$ cat config.mk
export PLATFORM = sky130hd
export DESIGN_NAME = mux2_arb
export DESIGN_NICKNAME = d
export VERILOG_FILES = /design/src/rtl/mux2_arb.sv
export SDC_FILE = /design/constraint.sdc
export NUM_CORES = 1
export LEC_CHECK = 0
export BUFFER_PORTS_ARGS = -buffer_cell sky130_fd_sc_hd__buf_4
export CORE_ASPECT_RATIO = 1.25
export CORE_UTILIZATION = 57
export DETAILED_ROUTE_END_ITERATION = 12
export HOLD_SLACK_MARGIN = 0.06
export PLACE_DENSITY_LB_ADDON = 0.15
export SKIP_LAST_GASP = 1
export SYNTH_ARGS = -nofsm -noshare
export SYNTH_HDL_FRONTEND = slang
export SYNTH_SLANG_ARGS = --single-unit
export TNS_END_PERCENT = 10
$ cat constraint.sdc
create_clock -name sys_clk -period 3.3 [get_ports sys_clk]
set_input_delay 0.165 -clock sys_clk [delete_from_list [all_inputs] [get_ports sys_clk]]
set_output_delay 0.165 -clock sys_clk [all_outputs]
set_load 0.05 [all_outputs]
$ cat src/rtl/mux2_arb.sv
// mux2_arb: two-requester burst arbiter feeding a registered output mux.
// Alternates owners on contention; each grant is capped at MAX_BURST beats.
module mux2_arb #(
    parameter int DATA_W    = 8,
    parameter int MAX_BURST = 16
) (
    input  logic              sys_clk,
    input  logic              sys_rst_n,
    input  logic              req_1,
    input  logic [DATA_W-1:0] data_1,
    input  logic              req_2,
    input  logic [DATA_W-1:0] data_2,
    output logic              gnt_1,
    output logic              gnt_2,
    output logic              sel,
    output logic [DATA_W-1:0] out_data,
    output logic              out_valid,
    output logic              busy
);

    typedef enum logic [1:0] {
        IDLE = 2'd0,
        OWN1 = 2'd1,
        OWN2 = 2'd2
    } state_t;

    localparam logic [7:0] LAST_BEAT = 8'(MAX_BURST - 1);

    state_t     state;
    state_t     nxt;
    logic       take;
    logic [7:0] cnt;
    logic [1:0] last;
    logic       beat;
    logic       own_req;
    logic       oth_req;
    logic       burst_end;

    // A beat moves whenever the current owner is still requesting.
    always_comb begin
        beat    = (gnt_1 & req_1) | (gnt_2 & req_2);
        own_req = 1'b0;
        oth_req = 1'b0;
        case (state)
            OWN1: begin
                own_req = req_1;
                oth_req = req_2;
            end
            OWN2: begin
                own_req = req_2;
                oth_req = req_1;
            end
            default: begin
                own_req = 1'b0;
                oth_req = 1'b0;
            end
        endcase
        burst_end = ~own_req | (beat & (cnt == LAST_BEAT));
    end

    // Next owner: contention goes to whoever was not granted last;
    // at burst end the waiting side wins, else the owner re-enters.
    always_comb begin
        nxt  = state;
        take = 1'b0;
        case (state)
            IDLE: begin
                if (req_1 && (!req_2 || last == 2'd2)) begin
                    nxt  = OWN1;
                    take = 1'b1;
                end else if (req_2) begin
                    nxt  = OWN2;
                    take = 1'b1;
                end
            end
            OWN1, OWN2: begin
                if (burst_end) begin
                    if (oth_req) begin
                        nxt  = (state == OWN1) ? OWN2 : OWN1;
                        take = 1'b1;
                    end else if (own_req) begin
                        nxt  = state;
                        take = 1'b1;
                    end else begin
                        nxt  = IDLE;
                        take = 1'b0;
                    end
                end
            end
            default: begin
                nxt  = IDLE;
                take = 1'b0;
            end
        endcase
    end

    // Grant FSM with registered grant, select and busy outputs.
    always_ff @(posedge sys_clk or negedge sys_rst_n) begin
        if (!sys_rst_n) begin
            state <= IDLE;
            gnt_1 <= 1'b0;
            gnt_2 <= 1'b0;
            sel   <= 1'b1;
            busy  <= 1'b0;
            cnt   <= 8'd0;
            last  <= 2'd2;
        end else begin
            state <= nxt;
            gnt_1 <= (nxt == OWN1);
            gnt_2 <= (nxt == OWN2);
            busy  <= (nxt != IDLE);
            if (nxt == OWN1) begin
                sel <= 1'b1;
            end else if (nxt == OWN2) begin
                sel <= 1'b0;
            end
            if (take) begin
                cnt  <= 8'd0;
                last <= (nxt == OWN1) ? 2'd1 : 2'd2;
            end else if (beat) begin
                cnt <= cnt + 8'd1;
            end
        end
    end

    // Output register captures the selected path on each beat.
    always_ff @(posedge sys_clk or negedge sys_rst_n) begin
        if (!sys_rst_n) begin
            out_data  <= '0;
            out_valid <= 1'b0;
        end else begin
            out_valid <= beat;
            if (beat) begin
                out_data <= sel ? data_1 : data_2;
            end
        end
    end

endmodule

### Word-level counts from Yosys, hierarchy flattened

Index checks and enable logic that the tools add are counted.

| word-level totals | value |
|---|---|
| bits in registers | 25 |
| input port bits | 20 |
| output and inout bits | 13 |
| word-level logic and storage cells | 51 |

| cells by class | value |
|---|---|
| add/sub/neg operators | 1 |
| equal/unequal tests | 6 |
| mux-type cells | 21 |
| bitwise gates (word level) | 6 |
| reductions and logical operators | 8 |

Operators with widths:

| operator | number |
|---|---|
| two-way mux 8 bit | 3 |
| two-way mux 2 bit | 7 |
| adder 8 x 1 -> 8 bit (second input constant) | 1 |
| equality test 8 x 4 -> 1 bit (second input constant) | 1 |
| two-way mux 1 bit | 7 |
| equality test 2 bit (second input constant) | 3 |
| one-hot mux 1 bit (2 select lines) | 3 |
| nonzero test 2 bit | 3 |
| equality test 2 x 1 -> 1 bit (second input constant) | 2 |
| one-hot mux 2 bit (2 select lines) | 1 |
| AND 1 bit | 3 |
| zero test 2 bit | 1 |
| OR 1 bit | 2 |
| OR reduction 2 bit | 1 |
| logical AND 1 bit | 1 |
| zero test 1 bit | 1 |
| logical OR 1 bit | 1 |
| NOT 1 bit | 1 |

### Depth between registers and ports, before layout

| depth | value |
|---|---|
| depth in word-level cells | 9 |
| mapped depth | 9 |
| gate-level depth less buffers | 9 |

### Least setup slack after synthesis

Ideal clock, no wire load.

| timing | value |
|---|---|
| path type | reg-to-reg |
| start point | reg gnt_1 |
| end point | reg sel |
| arrival time | 2.277 ns |
| setup slack | 0.940 ns |
| cell stages (with the launch flop) | 9 |
| period minus slack after synthesis | 2.360 ns |
| cells stage by stage | dfrtp_1 -> a22oi_4 -> inv_4 -> nand4_2 -> a21oi_1 -> nor3b_1 -> a311o_1 -> ha_1 -> mux2_2 |

| between the ends | value |
|---|---|
| longest elaborated chain between the ends | 8 |

Ends and longest elaborated chain:

| what | RTL line | text |
|---|---|---|
| from (decl) | 13 | `output logic gnt_1,` |
| from (signal assigned) | 109 | `gnt_1 <= (nxt == OWN1);` |
| AND 1 bit * | 41 | `beat = (gnt_1 & req_1) \| (gnt_2 & req_2);` |
| OR 1 bit * | 41 |  |
| via beat | 34 | `logic beat;` |
| AND 1 bit * | 58 | `burst_end = ~own_req \| (beat & (cnt == LAST_BEAT));` |
| OR 1 bit * | 58 |  |
| two-way mux 2 bit * | 77 | `if (burst_end) begin` |
| one-hot mux 2 bit (2 select lines) * | 66 | `case (state)` |
| equality test 2 x 1 -> 1 bit / equality test 2 bit (equally long branches) | 112, 114 |  |
| two-way mux 1 bit / nonzero test 2 bit (equally long branches) | n/a |  |
| to (signal assigned) | 103 | `sel <= 1'b1;` |
| to (signal assigned) | 113 | `sel <= 1'b1;` |
| to (signal assigned) | 115 | `sel <= 1'b0;` |
| to (decl) | 15 | `output logic sel,` |

Mark *: on every way through the listed nets, which the timed path passes. The rest lies on a longest branch.
A chain may end at the register's enable or synchronous reset.

### Worst setup path in the final report

| timing | value |
|---|---|
| start point | reg state[1] |
| end point | reg sel |

| between the ends | value |
|---|---|
| longest elaborated chain between the ends | 8 |

Ends and longest elaborated chain:

| what | RTL line | text |
|---|---|---|
| from (decl) | 29 | `state_t state;` |
| from (signal assigned) | 108 | `state <= nxt;` |
| equality test 2 bit / equality test 2 x 1 -> 1 bit (equally long branches) | 44, 66, 79 |  |
| one-hot mux 1 bit (2 select lines) | 44 | `case (state)` |
| two-way mux 2 bit / NOT 1 bit (equally long branches) | 81, 58 |  |
| two-way mux 2 bit / OR 1 bit (equally long branches) | 78, 58 |  |
| two-way mux 2 bit | 77 |  |
| one-hot mux 2 bit (2 select lines) * | 66 |  |
| equality test 2 x 1 -> 1 bit / equality test 2 bit (equally long branches) | 112, 114 |  |
| two-way mux 1 bit / nonzero test 2 bit (equally long branches) | n/a |  |

Every way passes the cells marked *; elsewhere a longest branch is shown, timed or not.

==> flow_metrics.tcl <==
set metrics [dict create \
    status "complete, no violations" \
    htreeDepth 1 \
    fin_crit_sh 0.730 \
    finalSetupViolations 0 \
    drc 0 \
    worst_ep_arrival_time_ps 2670 \
    synth_common_cells "23 x dfrtp_1, 16 x nand2_1, 14 x o21ai_0" \
    powerDensity_nw_per_um2 818 \
    core_area_um2 2260 \
    fp.dieH_um 57.5 \
    cts_buffer_depth 2 \
    power_frac_seq 0.339 \
    clock_power_share 0.102 \
    grt_overflow 0 \
    worst_slew_pin_slew_ps 478 \
    cts_root_buffer "clkbuf_4" \
    finalNetCount 196 \
    synth-seq-cells 25 \
    finalHoldViolCount 0 \
    initial_utilization 0.622 \
    critPathMaxStageDelay_ps 430 \
    postCtsSetupBuffers 0 \
    hold_buffers 1 \
    cts_resized 0 \
    final_core_util 0.752 \
    drtIter0Drc 14 \
    cp-end-kind "register" \
    drt-total-wl_um 2640 \
    rows 19 \
    p_total_mw 1.39 \
    synth_edf_count 0 \
    numPlacedInstances 191 \
    yosysUniqueCellTypes 35 \
    netlist_instances 132 \
    crit_chain "inv_1, ha_1, a22o_1, nand2_1, a21oi_1, nor3b_1, a311o_1, ha_1, mux2_2" \
    viasPerCell 5.41 \
    numCtsBuffers 3 \
    place_area_um2 1660 \
    p_int_mw 0.733 \
    chipWidth_um 46.4 \
    cpMaxStageDelayCell "dfrtp_1" \
    vias 1061 \
    cts_sinks 25 \
    yosys.area.top_type "dfrtp_1" \
    power_switching_mw 0.656 \
    dr.pass1.iters 4 \
    path_buf_inv 1 \
    cpMostUsedCell "ha_1" \
    cp-start-kind "register" \
    avgSynthCellArea_um2 10.6 \
    fill_cells 170 \
    grt_pass1_vias 1102 \
    path_class "register to register" \
    multiInputGateArea_um2 726 \
    pwr-share-comb 0.559 \
    required_ps 3560 \
    grt_first_pass_wirelength_um 4480 \
    io_pins 33 \
    clock_skew_ps 15.0 \
    place_congestion 0.822 \
    antenna_found_initial 0 \
    power.leakage_nw 0.808 \
    io_buffer_count 32 \
    period_needed_ps 2410 \
    drv_slew 0 \
    cap_violations 0 \
    hold_class "primary input to register" \
    path_clk_slew_ps 150 \
    track_usage 0.229 \
    cts_tree "built" \
    yosysMostFrequentCell "dfrtp_1" \
    stdcell_count 196 \
    rsz0062_at_grt "no" \
    yosys.area.top_type_share 0.410 \
    p_sw_frac 0.472 \
    synthArstFlopShare 1.00 \
    slew_headroom 0.681 \
    irDropWorstVdd_v 0.000743 \
    wl_per_cell_um 13.5 \
    ys_warn_count 0 \
    drive_above_1_share 0.279 \
    antenna_cells 0 \
    cp_max_fo 7 \
    grt_max_degree 26 \
    clock.fmax_mhz 415 \
    area_delta_synth_final_pct 20.8 \
    synth_area_leaders "dfrtp_1 41%, ha_1 8.9%, mux2i_1 7.1%, o21ai_0 5.0%, nand2_1 4.3%" \
    final.setup.tns_ps 0 \
    worst_path_dominant_cell_family "compound AO/OA/AOI/OAI gates" \
    synth-seq-area-share 0.447 \
    synth_nets 162 \
    dieArea_um2 2670 \
    synth_area_um2 1410 \
    synth_flop_cell "dfrtp_1" \
    hpwlAfterDp_um 2070 \
    worstSkewPairLatency_ps 330 \
    antenna_left 0 \
    seq_area_um2 628 \
    stdcell_area_um2 1700 \
]
-- cell type report --
| class | instances | share of cell area |
|---|---|---|
| clock buffer | 3 | 0.0133 |
| clock inverter | 1 | 0.00442 |
| inverter | 6 | 0.0147 |
| multi-input combinational | 97 | 0.427 |
| sequential | 25 | 0.370 |
| tap | 31 | 0.0228 |
| timing repair buffer | 33 | 0.147 |
-- registers in the layout (all words and copies together) (netlist names) --
signal	flops
out_valid	1
last	2
gnt_1	1
state	2
gnt_2	1
out_data	8
cnt	8
sel	1
busy	1
-- routing by layer --
| metal | vias up | wire (um) | global-route usage |
|---|---|---|---|
| met5 | - | 0 | 0 |
| met4 | 0 | 38 | 0.0756 |
| met3 | 5 | 102 | 0.0380 |
| met2 | 29 | 1420 | 0.415 |
| met1 | 501 | 1080 | 0.259 |
| li1 | 526 | - | - |
-- through the flow --
stage	hold slack (ps)	setup WS, ps
2_1_floorplan	-131	940
3_3_place_gp	78.6	1030
3_5_place_dp	80.1	921
4_1_cts	111	890
5_1_grt	108	720
6_report	107	892
-- kinds of logic (layout without fill, tap and decap cells) --
group / after synthesis / count (layout) / share of synthesized area
AND/OR/NAND/NOR: 43 / 43 / 0.168
AO/OA/AOI/OAI: 26 / 26 / 0.132
flip-flops: 25 / 25 / 0.447
multiplexers: 12 / 12 / 0.0899
adder cells (fa/ha/maj): 10 / 10 / 0.0890
buffers and inverters: 10 / 43 / 0.0365
XOR/XNOR: 6 / 6 / 0.0374
-- worst min-delay path, cell delays in order --
cell,delay (ps)
buf_4,70
mux2i_1,40
o21ai_0,130
-- cells in the final DEF (no fill, tap or decap), types with 2 or more instances in the layout --
| cell type | n |
|---|---|
| nor4bb_1 | 3 |
| dfrtp_1 | 23 |
| inv_1 | 5 |
| a22o_1 | 2 |
| xnor2_1 | 2 |
| buf_4 | 32 |
| mux2i_1 | 10 |
| a21oi_1 | 3 |
| nand3_1 | 3 |
| nor2_1 | 10 |
| nor3b_1 | 3 |
| clkbuf_4 | 3 |
| xor2_1 | 4 |
| ha_1 | 10 |
| o21ai_0 | 14 |
| nand2_1 | 16 |
| and2_1 | 2 |
| dfstp_2 | 2 |
-- path summary, 6_finish.rpt --
check | slack, ps | from | to | depth (start not counted)
setup reg to reg | 890 | state[1]$_DFF_PN0_ | sel$_DFFE_PN1P_ | 9
min in group asynchronous | 250 | sys_rst_n | cnt[3]$_DFFE_PN0P_ | 2
hold / removal | 110 | data_2[2] | out_data[2]$_DFFE_PN0P_ | 3
setup / recovery | 890 | state[1]$_DFF_PN0_ | sel$_DFFE_PN1P_ | 9
hold reg to reg | 490 | last[1]$_DFFE_PN1N_ | last[1]$_DFFE_PN1N_ | 2
max in group asynchronous | 2740 | sys_rst_n | sel$_DFFE_PN1P_ | 2
-- power by group through the flow --
stage               clock (mW)  sequential, mW  combinational [mW]
CTS                      0.145           0.472               0.785
detailed placement           0           0.476               0.782
floorplan                    0           0.688               0.359
global placement             0           0.473               0.758
finish                   0.142           0.470               0.776
global route             0.156           0.482               0.842
(Power assumes the default switching activity.)
